## config.mk

```make
export PLATFORM = sky130hd
export DESIGN_NAME = frac_divider
export DESIGN_NICKNAME = d
export VERILOG_FILES = /design/src/rtl/frac_divider.sv
export SDC_FILE = /design/constraint.sdc
export NUM_CORES = 1
export LEC_CHECK = 0
export ABC_CLOCK_PERIOD_IN_PS = 7500
export CORE_MARGIN = 3
export CORE_UTILIZATION = 63
export CTS_CLUSTER_DIAMETER = 40
export DETAILED_ROUTE_END_ITERATION = 6
export GPL_ROUTABILITY_DRIVEN = 0
export PLACE_DENSITY = 0.87
export SYNTH_ARGS = -nofsm -noshare
export SYNTH_HDL_FRONTEND = slang
export SYNTH_SLANG_ARGS = --single-unit
```

## constraint.sdc

```tcl
create_clock -name clk -period 7.5 [get_ports clk]
set_clock_uncertainty 0.05 [all_clocks]
set_input_delay 1.125 -clock clk [delete_from_list [all_inputs] [get_ports clk]]
set_output_delay 1.125 -clock clk [all_outputs]
set_load 0.01 [all_outputs]
```

## src/rtl/frac_divider.sv

```systemverilog
// frac_divider: sequential radix-2 restoring divider with a left pre-shift on
// the dividend for fixed-point scaling. The operation takes 2*WIDTH ITER
// cycles plus one FIX cycle. A zero divisor is answered directly from IDLE.
//
// Handshake: the block accepts a request when once=1 while it is idle
// (busy=0). The operands are captured on that edge. done is high for exactly
// one cycle when out/rem/dz/ovf are updated. The outputs then hold until the
// next done pulse. A request made while busy=1 is dropped and is not queued.
module frac_divider #(
  parameter int WIDTH  = 16,
  parameter int SIGNED = 1
) (
  input  logic                     clk,
  input  logic                     rst,
  input  logic                     once,
  input  logic [WIDTH-1:0]         in0,
  input  logic [WIDTH-1:0]         in1,
  input  logic [$clog2(WIDTH)-1:0] shift,
  output logic [WIDTH-1:0]         out,
  output logic [WIDTH-1:0]         rem,
  output logic                     done,
  output logic                     busy,
  output logic                     dz,
  output logic                     ovf,
  output logic [1:0]               state_dbg
);

  localparam int CW = $clog2(2*WIDTH) + 1;
  localparam logic [CW-1:0] LAST_ITER = CW'(2*WIDTH - 1);

  localparam logic [WIDTH-1:0] S_MAX = {1'b0, {(WIDTH-1){1'b1}}};
  localparam logic [WIDTH-1:0] S_MIN = {1'b1, {(WIDTH-1){1'b0}}};
  localparam logic [WIDTH-1:0] U_MAX = {WIDTH{1'b1}};

  // Largest quotient magnitude that fits the result, widened to the numerator width
  localparam logic [2*WIDTH-1:0] LIM_U   = {{WIDTH{1'b0}}, U_MAX};
  localparam logic [2*WIDTH-1:0] LIM_POS = {{WIDTH{1'b0}}, S_MAX};
  localparam logic [2*WIDTH-1:0] LIM_NEG = {{WIDTH{1'b0}}, S_MIN};

  typedef enum logic [1:0] {
    IDLE = 2'd0,
    ITER = 2'd1,
    FIX  = 2'd2
  } state_t;

  state_t               state;
  logic [2*WIDTH-1:0]   num_q;   // numerator bits shift out of the top, quotient bits shift in at the bottom
  logic [WIDTH-1:0]     r_q;     // partial remainder, always < divisor
  logic [WIDTH-1:0]     d_q;     // divisor magnitude
  logic [CW-1:0]        cnt;
  logic                 q_neg;
  logic                 r_neg;

  // Operand conditioning. -2^(W-1) maps to 2^(W-1), which still fits unsigned W bits.
  logic                 in0_neg, in1_neg;
  logic [WIDTH-1:0]     in0_mag, in1_mag;
  logic [2*WIDTH-1:0]   num_init;
  logic [WIDTH-1:0]     dz_val;

  // One restoring step and the final sign/saturation stage
  logic [WIDTH:0]       trial;
  logic                 q_bit;
  logic [WIDTH-1:0]     r_next;
  logic [2*WIDTH-1:0]   q_lim;
  logic                 sat;
  logic [WIDTH-1:0]     sat_val;
  logic [WIDTH-1:0]     q_res;
  logic [WIDTH-1:0]     r_res;

  // Input magnitudes, the pre-shifted numerator and the divide-by-zero result
  always_comb begin
    in0_neg  = (SIGNED != 0) && in0[WIDTH-1];
    in1_neg  = (SIGNED != 0) && in1[WIDTH-1];
    in0_mag  = in0_neg ? (-in0) : in0;
    in1_mag  = in1_neg ? (-in1) : in1;
    num_init = {{WIDTH{1'b0}}, in0_mag} << shift;
    if (SIGNED != 0) dz_val = in0_neg ? S_MIN : S_MAX;
    else             dz_val = U_MAX;
  end

  // Restoring step plus the saturation and sign fix-up applied in FIX
  always_comb begin
    trial  = {r_q, num_q[2*WIDTH-1]};
    q_bit  = (trial >= {1'b0, d_q});
    // The true difference is below d_q, so W-bit wraparound arithmetic is exact
    r_next = q_bit ? (trial[WIDTH-1:0] - d_q) : trial[WIDTH-1:0];

    if (SIGNED != 0) q_lim = q_neg ? LIM_NEG : LIM_POS;
    else             q_lim = LIM_U;
    sat = (num_q > q_lim);

    if (SIGNED != 0) sat_val = q_neg ? S_MIN : S_MAX;
    else             sat_val = U_MAX;

    q_res = q_neg ? (-num_q[WIDTH-1:0]) : num_q[WIDTH-1:0];
    r_res = r_neg ? (-r_q) : r_q;
  end

  // Control FSM, datapath registers and registered result outputs
  always_ff @(posedge clk) begin
    if (rst) begin
      state <= IDLE;
      out   <= '0;
      rem   <= '0;
      done  <= 1'b0;
      busy  <= 1'b0;
      dz    <= 1'b0;
      ovf   <= 1'b0;
      num_q <= '0;
      r_q   <= '0;
      d_q   <= '0;
      cnt   <= '0;
      q_neg <= 1'b0;
      r_neg <= 1'b0;
    end else begin
      done <= 1'b0;
      case (state)
        IDLE: begin
          if (once) begin
            if (in1 == '0) begin
              out  <= dz_val;
              rem  <= '0;
              dz   <= 1'b1;
              ovf  <= 1'b0;
              done <= 1'b1;
            end else begin
              d_q   <= in1_mag;
              num_q <= num_init;
              r_q   <= '0;
              cnt   <= '0;
              q_neg <= in0_neg ^ in1_neg;
              r_neg <= in0_neg;
              busy  <= 1'b1;
              state <= ITER;
            end
          end
        end
        ITER: begin
          num_q <= {num_q[2*WIDTH-2:0], q_bit};
          r_q   <= r_next;
          cnt   <= cnt + CW'(1);
          if (cnt == LAST_ITER) state <= FIX;
        end
        FIX: begin
          if (sat) begin
            out <= sat_val;
            rem <= '0;
            ovf <= 1'b1;
          end else begin
            out <= q_res;
            rem <= r_res;
            ovf <= 1'b0;
          end
          dz    <= 1'b0;
          done  <= 1'b1;
          busy  <= 1'b0;
          state <= IDLE;
        end
        default: begin
          busy  <= 1'b0;
          state <= IDLE;
        end
      endcase
    end
  end

  assign state_dbg = state;

endmodule

```

==> flow_results.xml <==
<?xml version="1.0" encoding="UTF-8"?>
<metrics>
  <group name="run_status">
    <metric name="run_status" unit="">complete, no violations</metric>
  </group>
  <group name="drt">
    <metric name="detail_route.wl_per_cell" unit="µm">17.7</metric>
    <metric name="route.detailed.vias_per_inst" unit="">6.72</metric>
    <metric name="initialDrtViolationCount" unit="">914</metric>
    <metric name="drt_first_pass_iters" unit="">6</metric>
    <metric name="drc_viols" unit="">0</metric>
    <metric name="vias" unit="">8020</metric>
    <metric name="antenna_violating_nets_post_route" unit="">0</metric>
    <metric name="drt-total-wl" unit="µm">21100</metric>
  </group>
  <group name="sta">
    <metric name="fin_setup_tns" unit="ns">0</metric>
    <metric name="report.final.setup_viol" unit="">0</metric>
    <metric name="unrepaired_setup_endpoints_after_global_routing" unit="">no</metric>
    <metric name="hold_violations" unit="">0</metric>
    <metric name="worst_hold_slack" unit="ns">0.414</metric>
    <metric name="min_period" unit="ns">4.40</metric>
    <metric name="finalMaxSlewViolations" unit="">0</metric>
    <metric name="timing.final.crit_share" unit="%">58.6</metric>
    <metric name="tightestPinTransition" unit="ns">1.22</metric>
    <metric name="timing.slew.headroom" unit="%">18.2</metric>
    <metric name="fmax" unit="MHz">227</metric>
  </group>
  <group name="clocking">
    <metric name="cts_made_buffers" unit="">9</metric>
    <metric name="h_tree_levels" unit="">3</metric>
    <metric name="clockBufferDepth" unit="">2</metric>
    <metric name="cts.clk_slew.worst_paths" unit="ns">0.07</metric>
    <metric name="clock_sink_count" unit="">110</metric>
    <metric name="cts_setup_buffers" unit="">0</metric>
    <metric name="postCtsHoldBufs" unit="">0</metric>
    <metric name="cts-resized-gates" unit="">0</metric>
    <metric name="ctsRootBufferMaster" unit="">clkbuf_16</metric>
    <metric name="cts_tree" unit="">done</metric>
    <metric name="clock_latency" unit="ns">0.36</metric>
  </group>
  <group name="pwr">
    <metric name="combPwrFrac" unit="%">35.5</metric>
    <metric name="intPower" unit="mW">1.14</metric>
    <metric name="total_switching_power" unit="mW">0.638</metric>
    <metric name="power.sequential.fraction" unit="%">37.8</metric>
    <metric name="power_switching_share" unit="%">35.8</metric>
    <metric name="fraction_of_power_consumed_by_the_clock_network" unit="%">26.7</metric>
    <metric name="leakagePower" unit="nW">3.40</metric>
    <metric name="power.ir.vdd_worst" unit="V">0.000133</metric>
    <metric name="p_per_area" unit="mW/mm²">196</metric>
  </group>
  <group name="floorplan">
    <metric name="die_area" unit="mm²">0.0143</metric>
    <metric name="rows" unit="">40</metric>
    <metric name="boundaryPins" unit="">77</metric>
    <metric name="chipHeight" unit="µm">119</metric>
    <metric name="core-area" unit="mm²">0.0123</metric>
    <metric name="initial_core_util" unit="%">65.8</metric>
    <metric name="fp.dieW" unit="µm">119</metric>
  </group>
  <group name="logic_synthesis">
    <metric name="syn-instance-count" unit="">1007</metric>
    <metric name="synth_cell_type_count" unit="">80</metric>
    <metric name="syn_avg_cell_area" unit="µm²">8.05</metric>
    <metric name="sequential_area_share_after_synthesis" unit="%">27.2</metric>
    <metric name="async_flop_share" unit="%">0</metric>
    <metric name="synth_top_cell_by_area" unit="">dfxtp_1</metric>
    <metric name="ys_warn_count" unit="">0</metric>
    <metric name="synthesis.area" unit="mm²">0.00811</metric>
    <metric name="postSynth.topFlopCell" unit="">dfxtp_1</metric>
    <metric name="synth.ff_latch_count" unit="">110</metric>
    <metric name="syn-num-nets" unit="">1084</metric>
    <metric name="synth_edf_count" unit="">0</metric>
    <metric name="post-synth-top-area-fraction" unit="%">27.2</metric>
    <metric name="netlist_top_cells_area" unit="">dfxtp_1 27%, ha_1 5.7%, nor2_1 3.5%</metric>
  </group>
  <group name="place">
    <metric name="dpl-instance-area" unit="mm²">0.00880</metric>
    <metric name="io_buffer_count" unit="">76</metric>
    <metric name="dp_hpwl" unit="µm">15300</metric>
  </group>
  <group name="hold_path">
    <metric name="hold_path_class" unit="">flop to flop</metric>
  </group>
  <group name="layout">
    <metric name="fillers" unit="">1040</metric>
    <metric name="drive_gt1_share" unit="%">5.75</metric>
    <metric name="mostFrequentLayoutCell" unit="">dfxtp_1</metric>
    <metric name="area_used_by_multi_input_combinational_logic" unit="mm²">0.00541</metric>
    <metric name="antennaDiodeCount" unit="">0</metric>
    <metric name="area_grow_syn2layout" unit="%">12.1</metric>
    <metric name="fin_nets" unit="">1101</metric>
    <metric name="postLayoutCellArea" unit="mm²">0.00908</metric>
    <metric name="regArea" unit="mm²">0.00220</metric>
    <metric name="commonest_cells_after_routing_fill_and_taps_aside" unit="">110 x dfxtp_1, 75 x nor2_1, 75 x nand2_1, 75 x clkdlybuf4s50_1, 56 x a21oi_1</metric>
  </group>
  <group name="global_route">
    <metric name="grt_first_pass_wirelength" unit="µm">34700</metric>
    <metric name="grt_max_degree" unit="">70</metric>
    <metric name="grt_usage" unit="%">29.0</metric>
    <metric name="grt_overflow_total" unit="">0</metric>
    <metric name="antenna_found_initial" unit="">0</metric>
    <metric name="first_global_vias" unit="">7052</metric>
  </group>
  <group name="critical_path">
    <metric name="critical-path-max-stage-delay" unit="ns">1.23</metric>
    <metric name="timing.critical_path.from_type" unit="">input pin</metric>
    <metric name="critPathTopFamily" unit="">buffers and inverters</metric>
    <metric name="crit_path_max_fanout" unit="">33</metric>
    <metric name="critPathSlowestCell" unit="">clkdlybuf4s50_1</metric>
    <metric name="cp_data_arrival_time" unit="ns">4.59</metric>
    <metric name="critical_path_class" unit="">input pin to flop</metric>
    <metric name="setup.worst_path.end_class" unit="">flop</metric>
    <metric name="cp.buffers_inverters" unit="">2</metric>
    <metric name="cp.required" unit="ns">7.69</metric>
    <metric name="crit_chain" unit="">clkdlybuf4s50_1, clkinv_1, a22oi_1, and2_1, mux2i_1, mux2_2, mux4_2, o221a_1</metric>
  </group>
  <group name="flow_run">
    <metric name="max_cap_viol_count" unit="">0</metric>
  </group>
</metrics>
-- registers in the layout, summed over array words and instances, names as in the netlist --
name,flops
busy,1
cnt,6
d_q,16
done,1
dz,1
num_q,32
out,16
ovf,1
q_neg,1
r_neg,1
r_q,16
rem,16
state_dbg,2
-- worst register-to-register path: cells and delay by family (launching register included) --
family | cells | cell delay, ns
buffers and inverters | 1 | 0.29
AOI/OAI and AO/OA | 6 | 2.14
DFF | 1 | 0.33
adders and majority gates | 1 | 0.31
-- metal layers --
| metal | track usage (%) | vias up | part of all wire, % |
|---|---|---|---|
| li1 | - | 3875 | - |
| met1 | 42.1 | 3676 | 45 |
| met2 | 43.4 | 432 | 44 |
| met3 | 6.17 | 37 | 9.6 |
| met4 | 8.16 | 0 | 1.6 |
| met5 | 0 | - | 0 |
-- final timing paths --
check	start	cells after the start	slack, ns	to
worst max-delay path	in0[15]	8	3.10	num_q[13]$_SDFFE_PP0P_
worst min-delay path	d_q[15]$_SDFFE_PP0P_	2	0.41	d_q[15]$_SDFFE_PP0P_
worst max register to register	q_neg$_SDFFE_PP0P_	8	4.18	out[10]$_SDFFE_PP0P_
worst min register to register	d_q[15]$_SDFFE_PP0P_	2	0.41	d_q[15]$_SDFFE_PP0P_
-- cell usage after synthesis, drive strengths merged, types with 9 or more instances --
| library cell | n |
|---|---|
| a22o | 18 |
| a21o | 12 |
| nor2 | 76 |
| nand2b | 12 |
| dfxtp | 110 |
| and3 | 11 |
| a222oi | 12 |
| or3 | 16 |
| a211oi | 28 |
| nor4 | 14 |
| nand4 | 16 |
| mux2 | 9 |
| a31oi | 15 |
| o31ai | 16 |
| xnor2 | 32 |
| xor2 | 25 |
| mux2i | 16 |
| buf | 15 |
| o211ai | 32 |
| a22oi | 20 |
| ha | 37 |
| nand2 | 75 |
| a21oi | 58 |
| nand3 | 17 |
| a221oi | 9 |
| o21ai | 53 |
| nor3 | 32 |
| inv | 38 |
| nor2b | 10 |
| clkbuf | 64 |
-- area by class of cell --
type	count	area share, %
flip-flops and latches	110	24.2
clock inverters	3	0.510
repair buffers	85	9.06
multi-input cells	778	59.6
well taps	168	2.31
inverters	40	1.65
clock buffers	10	2.63
-- metrics by stage --
| step | total power, mW | cells | worst slack (ns) | util (%) |
|---|---|---|---|---|
| 2_1_floorplan | 1.15 | 1007 | 3.90 | - |
| 3_3_place_gp | 1.28 | 1181 | 2.95 | 71.5 |
| 3_5_place_dp | 1.30 | 1181 | 2.82 | 71.5 |
| 4_1_cts | 1.77 | 1194 | 3.20 | 73.8 |
| 5_1_grt | 1.88 | 1194 | 2.94 | 73.8 |
| 6_report | 1.78 | 1194 | 3.10 | 73.8 |
-- power by group through the flow --
stage	combinational (mW)	sequential (mW)	clock (mW)
after CTS	0.623	0.670	0.478
after floorplan	0.483	0.665	0
after global placement	0.602	0.682	0
after detailed placement	0.618	0.684	0
after global routing	0.697	0.678	0.506
final	0.632	0.673	0.476
-- kinds of logic (layout without fill, tap and decap cells) --
logic type / after synthesis / after routing / synth area share [%]
xor gates and xnor gates: 57 / 57 / 6.16
muxes: 32 / 32 / 5.17
DFF: 110 / 110 / 27.2
adders and majority gates: 38 / 38 / 5.96
and+or+nand+nor: 312 / 312 / 19.6
AOI/OAI and AO/OA: 339 / 339 / 29.8
buffers and inverters: 119 / 138 / 6.16
(Power assumes the default switching activity.)
